## src/rtl/fetch_pc_unit.sv

```systemverilog
// fetch_pc_unit: fetch PC generator around the BTB, with an in-flight
// prediction FIFO checked against execute-stage resolution.
// Ports: fpc_clk/fpc_reset (async, active-high), fpc_stall;
//   fetch side: fpc_pc, fpc_fetch_valid, fpc_btb_valid_prediction, fpc_btb_target;
//   resolve side: fpc_resolve_valid/_pc/_is_branch/_taken/_target;
//   outputs: fpc_flush, fpc_btb_write/_new_pc/_data/_branch_taken, fpc_mispredict_count.
// Optional: define FPC_MISPREDICT_COUNT_EN for a saturating mispredict counter.
module fetch_pc_unit #(
  parameter logic [31:0] RESET_PC    = 32'h0000_0000,
  parameter int          FIFO_DEPTH  = 4,
  parameter int          INSTR_BYTES = 4
) (
  input  logic        fpc_clk,
  input  logic        fpc_reset,
  input  logic        fpc_stall,
  output logic [31:0] fpc_pc,
  output logic        fpc_fetch_valid,
  input  logic        fpc_btb_valid_prediction,
  input  logic [31:0] fpc_btb_target,
  input  logic        fpc_resolve_valid,
  input  logic [31:0] fpc_resolve_pc,
  input  logic        fpc_resolve_is_branch,
  input  logic        fpc_resolve_taken,
  input  logic [31:0] fpc_resolve_target,
  output logic        fpc_flush,
  output logic        fpc_btb_write,
  output logic [31:0] fpc_btb_new_pc,
  output logic [31:0] fpc_btb_data,
  output logic        fpc_btb_branch_taken,
  output logic [15:0] fpc_mispredict_count
);

  localparam int          PW      = $clog2(FIFO_DEPTH);
  localparam logic [31:0] INC     = 32'(INSTR_BYTES);
  localparam logic [PW:0] DEPTH_C = (PW+1)'(FIFO_DEPTH);
  localparam logic [PW:0] ONE_C   = (PW+1)'(1);
  localparam logic [PW-1:0] PONE  = PW'(1);

  typedef enum logic [1:0] {BOOT, RUN, HOLD} state_e;

  state_e        state_q, state_d;
  logic [31:0]   pc_q, pc_d;
  logic          flush_q, flush_d;
  logic          wr_q, wr_d;
  logic [31:0]   new_pc_q, new_pc_d;
  logic [31:0]   data_q, data_d;
  logic          tkn_q, tkn_d;
  logic [31:0]   fifo_pc_q [FIFO_DEPTH];
  logic [31:0]   fifo_pc_d [FIFO_DEPTH];
  logic [31:0]   fifo_tgt_q [FIFO_DEPTH];
  logic [31:0]   fifo_tgt_d [FIFO_DEPTH];
  logic [PW-1:0] rd_q, rd_d, wp_q, wp_d;
  logic [PW:0]   cnt_q, cnt_d;

  logic        full, empty, hit;
  logic [31:0] head_pc, head_tgt;
  logic        taken_br, pred_taken, mispredict;
  logic [31:0] correct_pc;
  logic        push, pop, hold_run, hold_hold;

  always_comb begin
    full       = (cnt_q == DEPTH_C);
    empty      = (cnt_q == '0);
    hit        = fpc_btb_valid_prediction;
    head_pc    = fifo_pc_q[rd_q];
    head_tgt   = fifo_tgt_q[rd_q];
    taken_br   = fpc_resolve_is_branch & fpc_resolve_taken;
    pred_taken = fpc_resolve_valid & ~empty
               & (head_pc == fpc_resolve_pc);
    mispredict = fpc_resolve_valid
               & ((pred_taken & ~taken_br)
               |  (~pred_taken & taken_br)
               |  (pred_taken & taken_br
                   & (head_tgt != fpc_resolve_target)));
    correct_pc = taken_br ? fpc_resolve_target
                          : fpc_resolve_pc + INC;
    pop        = pred_taken;
    // A pop in RUN cannot free a slot in time for this cycle's push,
    // but in HOLD it lets the next RUN cycle push the retried hit.
    hold_run   = fpc_stall | (hit & full);
    hold_hold  = fpc_stall | (hit & full & ~pop);
    // The redirect cycle's hit belongs to a squashed path context.
    push       = (state_q == RUN) & hit & ~full
               & ~flush_q & ~mispredict;
  end

  always_comb begin
    state_d = state_q;
    pc_d    = pc_q;
    if (mispredict) begin
      state_d = RUN;
      pc_d    = correct_pc;
    end else begin
      unique case (state_q)
        BOOT: state_d = RUN;
        RUN: begin
          if (hold_run)  state_d = HOLD;
          else if (hit)  pc_d = fpc_btb_target;
          else           pc_d = pc_q + INC;
        end
        HOLD: if (!hold_hold) state_d = RUN;
        default: state_d = BOOT;
      endcase
    end
  end

  always_comb begin
    fifo_pc_d  = fifo_pc_q;
    fifo_tgt_d = fifo_tgt_q;
    rd_d       = rd_q;
    wp_d       = wp_q;
    cnt_d      = cnt_q;
    if (mispredict) begin
      rd_d  = '0;
      wp_d  = '0;
      cnt_d = '0;
    end else begin
      if (push) begin
        fifo_pc_d[wp_q]  = pc_q;
        fifo_tgt_d[wp_q] = fpc_btb_target;
        wp_d             = wp_q + PONE;
      end
      if (pop) rd_d = rd_q + PONE;
      unique case ({push, pop})
        2'b10:   cnt_d = cnt_q + ONE_C;
        2'b01:   cnt_d = cnt_q - ONE_C;
        default: cnt_d = cnt_q;
      endcase
    end
  end

  always_comb begin
    flush_d  = mispredict;
    wr_d     = fpc_resolve_valid & (taken_br | pred_taken);
    new_pc_d = new_pc_q;
    data_d   = data_q;
    tkn_d    = tkn_q;
    if (wr_d) begin
      new_pc_d = fpc_resolve_pc;
      data_d   = taken_br ? fpc_resolve_target : 32'h0;
      tkn_d    = taken_br;
    end
  end

  always_ff @(posedge fpc_clk or posedge fpc_reset) begin
    if (fpc_reset) begin
      state_q  <= BOOT;
      pc_q     <= RESET_PC;
      flush_q  <= 1'b0;
      wr_q     <= 1'b0;
      new_pc_q <= '0;
      data_q   <= '0;
      tkn_q    <= 1'b0;
      rd_q     <= '0;
      wp_q     <= '0;
      cnt_q    <= '0;
      for (int i = 0; i < FIFO_DEPTH; i++) begin
        fifo_pc_q[i]  <= '0;
        fifo_tgt_q[i] <= '0;
      end
    end else begin
      state_q    <= state_d;
      pc_q       <= pc_d;
      flush_q    <= flush_d;
      wr_q       <= wr_d;
      new_pc_q   <= new_pc_d;
      data_q     <= data_d;
      tkn_q      <= tkn_d;
      rd_q       <= rd_d;
      wp_q       <= wp_d;
      cnt_q      <= cnt_d;
      fifo_pc_q  <= fifo_pc_d;
      fifo_tgt_q <= fifo_tgt_d;
    end
  end

`ifdef FPC_MISPREDICT_COUNT_EN
  logic [15:0] mcnt_q, mcnt_d;

  always_comb begin
    mcnt_d = mcnt_q;
    if (mispredict && mcnt_q != 16'hFFFF)
      mcnt_d = mcnt_q + 16'd1;
  end

  always_ff @(posedge fpc_clk or posedge fpc_reset) begin
    if (fpc_reset) mcnt_q <= '0;
    else           mcnt_q <= mcnt_d;
  end

  assign fpc_mispredict_count = mcnt_q;
`else
  assign fpc_mispredict_count = 16'h0000;
`endif

  assign fpc_pc               = pc_q;
  assign fpc_fetch_valid      = (state_q == RUN);
  assign fpc_flush            = flush_q;
  assign fpc_btb_write        = wr_q;
  assign fpc_btb_new_pc       = new_pc_q;
  assign fpc_btb_data         = data_q;
  assign fpc_btb_branch_taken = tkn_q;

endmodule

```

## config.mk

```make
export PLATFORM = sky130hd
export DESIGN_NAME = fetch_pc_unit
export DESIGN_NICKNAME = d
export VERILOG_FILES = /design/src/rtl/fetch_pc_unit.sv
export SDC_FILE = /design/constraint.sdc
export NUM_CORES = 1
export LEC_CHECK = 0
export CORE_ASPECT_RATIO = 0.5
export CORE_UTILIZATION = 30
export DETAILED_ROUTE_END_ITERATION = 16
export GPL_TIMING_DRIVEN = 0
export PLACE_DENSITY = 0.58
export SYNTH_ARGS = -nofsm -noshare
export SYNTH_HDL_FRONTEND = slang
export SYNTH_SLANG_ARGS = --single-unit
```

## constraint.sdc

```tcl
create_clock -name fpc_clk -period 35.9 [get_ports fpc_clk]
set_input_delay 7.18 -clock fpc_clk [delete_from_list [all_inputs] [get_ports fpc_clk]]
set_output_delay 7.18 -clock fpc_clk [all_outputs]
set_load 0.05 [all_outputs]
```

==> flow_metrics.tcl, run 1 <==
set metrics [dict create \
    fmax_ghz 0.0809 \
    nets 1807 \
    startpoint_type "input pin" \
    path_clk_slew_ns 0.06 \
    critPathKind "in -> reg" \
    final_cells 2534 \
    dieArea_um2 61500 \
    drc 0 \
    synth-edff-count 0 \
    io_pins 219 \
    yosys.area.top_type "dfrtp_1" \
    grt_use_total_pct 20.6 \
    ir_worst_vdd_mv 0.0313 \
    first_pass_iters 5 \
    vias 13400 \
    tns_ns 0 \
    ant_nets 0 \
    drt_iter0_drc 1212 \
    grt_pass1_vias 13400 \
    rows 63 \
    maxSlewViolCount 0 \
    cts.path.max_buffers 3 \
    rsz0062_at_grt "no" \
    critPathRequiredTime_ns 36.30 \
    syn_avg_cell_area_um2 12.5 \
    p_leak_nw 9.12 \
    holdBufCountCts 0 \
    finalCriticalPeriod_ns 12.37 \
    synth.most_common_cell "dfrtp_1" \
    finalHoldViolations 0 \
    outcome "complete, no violations" \
    path_max_fanout 10 \
    gp_congestion 0.947 \
    synth_common_cells "dfrtp_1 (364), mux2_2 (289), xnor2_1 (67)" \
    clock_latency_ns 0.55 \
    synth_area_um2 18100 \
    min_period_over_period_pct 34.4 \
    dieWidth_um 350 \
    async_flop_share_pct 100 \
    root_buffer "clkbuf_16" \
    power_density_nw_per_um2 77.5 \
    holdWs_ns 0.479 \
    ctsResizeCount 0 \
    grt_max_degree 124 \
    port_buffers 190 \
    p_int_mw 1.11 \
    yosysTopAreaCellShare_pct 50.2 \
    worst_slew_pin_slew_ns 1.22 \
    clkPwrFrac_pct 23.2 \
    cts_made_buffers 39 \
    areaGrowthSynthToFinish_pct 23.8 \
    cp.arrival_ns 12.76 \
    cts_setup_buffers 0 \
    critPathCaptureType "flip-flop" \
    dieHeight_um 176 \
    yosys_warnings 0 \
    finClkSkew_ns 0.0146 \
    grt_pass1_wl_um 92600 \
    switchingPower_uw 633 \
    drive_gt1_share_pct 26.9 \
    synth-seq-cells 364 \
    ys_seq_area_share_pct 50.2 \
    synth.distinct_cells 69 \
    htreeDepth 2 \
    ys.flop_type "dfrtp_1" \
    place_hpwl_um 46700 \
    finalSetupViolations 0 \
    seqPwrFrac_pct 40.8 \
    antenna_found_initial 2 \
    avgViaCountPerCell 5.28 \
    dp_cells 2466 \
    p_total_mw 1.74 \
    wirelength_um 63700 \
    power_frac_comb_pct 36.0 \
    core_area_um2 59500 \
    clkSinkCount 364 \
    grt_overflow 0 \
    synthCells 1446 \
    start_util_pct 30.5 \
    wire_per_inst_um 25.1 \
    relSlewSlack_pct 18.7 \
    swShare_pct 36.4 \
    synthTopCellsByArea "dfrtp_1 (50%), mux2_2 (18%), mux4_2 (5.2%)" \
    hold_path_class "reg -> reg" \
    cts_tree "built" \
    cap_viol_max_count 0 \
]
==> registers in the layout, summed over array words and instances, names as in the netlist <==
signal                count
cnt_q                     3
fifo_pc_q               128
fifo_tgt_q              128
fpc_btb_branch_taken      1
fpc_btb_data             32
fpc_btb_new_pc           32
fpc_btb_write             1
fpc_flush                 1
fpc_pc                   32
rd_q                      2
state_q                   2
wp_q                      2
==> power by group through the flow <==
stage	logic (mW)	registers, mW	clock network (mW)
final	0.627	0.711	0.403
after global routing	0.664	0.731	0.426
after floorplan	0.351	0.759	0
after global placement	0.615	0.710	0
after detailed placement	0.626	0.714	0
after CTS	0.627	0.707	0.411
==> layer usage <==
metal	global-route usage, %	up-vias	wire, um
met2	33.5	494	30000
met5	0	-	0
met1	28.3	6995	27600
li1	-	5791	-
met4	5.88	0	1770
met3	3.36	103	4310
==> worst paths after layout <==
path | start | cells after the start | endpoint | slack (ns)
min | fpc_btb_data[3] | 2 | fpc_btb_data[3] | 0.48
max in group asynchronous | fpc_reset | 3 | fifo_tgt_q[108] | 27.77
max | fpc_resolve_pc[10] | 22 | cnt_q[2] | 23.53
max reg2reg | rd_q[0] | 23 | cnt_q[2] | 29.23
min reg2reg | fpc_btb_data[3] | 2 | fpc_btb_data[3] | 0.48
min in group asynchronous | fpc_reset | 2 | fpc_btb_new_pc[9] | 7.09
==> cell families after synthesis <==
logic type / share of synthesized area (%)
and+or+nand+nor: 6.45
DFF: 50.2
other: 0.0207
buffers and inverters: 3.67
xor gates and xnor gates: 4.34
muxes: 26.1
adders and majority gates: 0.662
AOI/OAI and AO/OA: 8.54
==> stage by stage <==
stage	worst slack (ns)	instance area [um2]	utilization, %
final	23.53	22500	37.7
after global routing	23.14	22500	37.7
after CTS	23.68	22500	37.7
after detailed placement	23.14	21200	35.6
after global placement	13.61	21100	35.5
after floorplan	18.62	18200	-
==> cell type report <==
class                           instances  area, um2
Clock buffer                           54       1130
Inverter                               19       78.8
Timing Repair Buffer                  193       1980
Tap cell                              812       1020
Buffer                                118        594
Clock inverter                         13        118
Fill cell                            5767      37000
Antenna cell                            1       2.50
Sequential cell                       364       9110
Multi-Input combinational cell        960       8430
==> layout by cell type, fill, tap and decap left out, drive strengths merged, types with 18 or more instances in the layout <==
| cell type | count |
|---|---|
| nor2 | 64 |
| nand2 | 50 |
| mux2 | 289 |
| buf | 68 |
| dfrtp | 364 |
| a22o | 29 |
| a21oi | 58 |
| inv | 18 |
| xnor2 | 67 |
| nand3 | 26 |
| mux4 | 42 |
| nand4 | 23 |
| clkbuf | 107 |
| xor2 | 23 |
| clkdlybuf4s50 | 190 |
| o21ai | 46 |
| mux2i | 54 |
==> critical path, stage by stage <==
cell and delay, ns:
clkdlybuf4s50_1 0.61, buf_1 0.50, nor2_1 0.12, a21oi_1 0.16, o2111ai_1 0.12, a2111o_1 0.57, nor3_4 0.35, inv_1 0.11
ha_1 0.35, a31oi_1 0.17, o2111ai_1 0.15, nor3_1 0.25, nand4b_1 0.14, nand2_1 0.11, buf_2 0.20, clkbuf_1 0.43
a21oi_1 0.16, fa_1 0.44, nor2_1 0.11, nor4b_1 0.31, o21a_1 0.16, nor3_1 0.04
Note: power is estimated with default switching activity, not from simulation.
==> run 2: changes to the inputs <==
==> constraint.sdc (replaced) <==
create_clock -name fpc_clk -period 12.6 [get_ports fpc_clk]
set_input_delay 2.52 -clock fpc_clk [delete_from_list [all_inputs] [get_ports fpc_clk]]
set_output_delay 2.52 -clock fpc_clk [all_outputs]
set_load 0.05 [all_outputs]
==> run 2 against run 1 <==
Clock skew down 0.0020 ns; via count fell by 1.0%; cell area grew 0.84%; count of clock-buffer cells in the layout decreased by 2; critical path type unchanged; critical endpoint unchanged; largest cell class unchanged.
==> flow_metrics.tcl, run 2 (synthesized netlist as in run 1, its figures left out) <==
set metrics [dict create \
    rsz0062_at_grt "no" \
    hold_path_class "reg -> reg" \
    critPathKind "in -> reg" \
    maxSlewViolCount 0 \
    avgViaCountPerCell 5.21 \
    cts_made_buffers 39 \
    nets 1814 \
    cp.arrival_ns 8.11 \
    critPathRequiredTime_ns 12.99 \
    ir_worst_vdd_mv 0.0921 \
    wire_per_inst_um 25.0 \
    place_area_um2 21300 \
    finalCriticalPeriod_ns 7.72 \
    dieWidth_um 350 \
    fmax_ghz 0.129 \
    num_antenna_cells 0 \
    vias 13200 \
    grt_pass1_wl_um 93500 \
    areaGrowthSynthToFinish_pct 24.8 \
    clock_latency_ns 0.54 \
    finalHoldViolations 0 \
    relSlewSlack_pct 19.7 \
    cp-startpoint "fpc_resolve_pc[10]" \
    holdWs_ns 0.485 \
    fillers 5781 \
    clkSinkCount 364 \
    grt_max_degree 43 \
    htreeDepth 2 \
    first_pass_iters 7 \
    antenna_found_initial 2 \
    final_cells 2542 \
    tns_ns 0 \
    cts_setup_buffers 0 \
    holdBufCountCts 0 \
    drt_iter0_drc 1168 \
    grt_use_total_pct 20.8 \
    worst_slew_pin_slew_ns 1.20 \
    gp_congestion 0.945 \
    top_regs "fifo_pc_q x128, fifo_tgt_q x128" \
    core_area_um2 59500 \
    path_clk_slew_ns 0.06 \
    root_buffer "clkbuf_16" \
    hp-start "fpc_btb_new_pc[23]" \
    finalSetupViolations 0 \
    final_cell_mix "dfrtp_1 (364), mux2_2 (289), clkdlybuf4s50_1 (190)" \
    grt_pass1_vias 13400 \
    drc 0 \
    rr_startpoint "rd_q[1]" \
    io_pins 219 \
    final_common_cell "dfrtp_1" \
    finClkSkew_ns 0.0126 \
    start_util_pct 30.5 \
    grt_overflow 0 \
    place_hpwl_um 47800 \
    dieArea_um2 61500 \
    rows 63 \
    final_cell_area_um2 22700 \
    power_density_nw_per_um2 221 \
    outcome "complete, no violations" \
    ctsResizeCount 0 \
    port_buffers 190 \
    dp_cells 2473 \
    drive_gt1_share_pct 27.4 \
    cap_viol_max_count 0 \
    startpoint_type "input pin" \
    dieHeight_um 176 \
    wirelength_um 63600 \
    path_max_fanout 10 \
    p_leak_nw 9.19 \
    critPathCaptureType "flip-flop" \
    cts_tree "built" \
    min_period_over_period_pct 61.3 \
    cts.path.max_buffers 3 \
    ant_nets 0 \
]
-- run 2: changes by cell type in the layout (fill, tap and decap cells not counted), moves of 2 or more --
cell / previous run / this run
buf_12: 0 / 10
clkinvlp_4: 1 / 5
buf_16: 3 / 0
clkinv_2: 10 / 7
bufinv_16: 2 / 4
clkbuf_1: 59 / 57
-- run 2: critical path, stage by stage --
cell and delay [ns]:
clkdlybuf4s50_1 0.62, buf_1 0.52, nor2_1 0.12, a21oi_1 0.17, o2111ai_1 0.13, a2111o_1 0.57
nor3_4 0.34, inv_1 0.12, ha_1 0.36, a31oi_1 0.16, o2111ai_1 0.13, nor3_1 0.20
nand4b_1 0.14, nand2_1 0.10, buf_2 0.21, clkbuf_1 0.44, a21oi_1 0.17, fa_1 0.45
nor2_1 0.12, nor4b_1 0.32, o21a_1 0.16, nor3_1 0.04
-- run 2: worst paths after layout --
path,depth (start not counted),slack (ns),endpoint
setup reg to reg,24,6.01,cnt_q[2]
setup / recovery,22,4.88,cnt_q[2]
hold / removal,2,0.49,fpc_btb_new_pc[23]
min in group asynchronous,2,2.33,fpc_btb_new_pc[4]
hold reg to reg,2,0.49,fpc_btb_new_pc[23]
max in group asynchronous,6,8.90,fifo_tgt_q[125]
-- run 2: cell type report --
type | count | area (um2) | share of cell area, %
buffer | 118 | 594 | 2.62
clock buffer | 52 | 1130 | 4.98
clock inverter | 17 | 203 | 0.895
inverter | 19 | 75.1 | 0.331
multi-input combinational | 960 | 8430 | 37.2
sequential | 364 | 9110 | 40.2
tap | 812 | 1020 | 4.48
timing repair buffer | 200 | 2100 | 9.28
-- run 2: metrics by stage --
stage               setup WS, ns  total power [mW]  utilization (%)
global placement            2.35              3.77             35.5
finish                      4.88              5.01             38.1
global route                4.72              5.24             38.1
detailed placement          4.51              3.81             35.8
CTS                         5.05              5.03             38.1
floorplan                   5.20              3.16                -
-- run 2: per-layer routing --
metal | up-vias | share of wire (%) | global-route usage [%]
met5 | - | 0 | 0
met4 | 0 | 2.6 | 5.99
met3 | 88 | 6.5 | 2.73
met2 | 437 | 47 | 33.5
met1 | 6914 | 44 | 29.1
li1 | 5804 | - | -
-- run 2: where the power goes --
part           internal [mW]  switching, mW
sequential              1.65          0.359
clock                  0.713          0.490
combinational          0.841          0.950
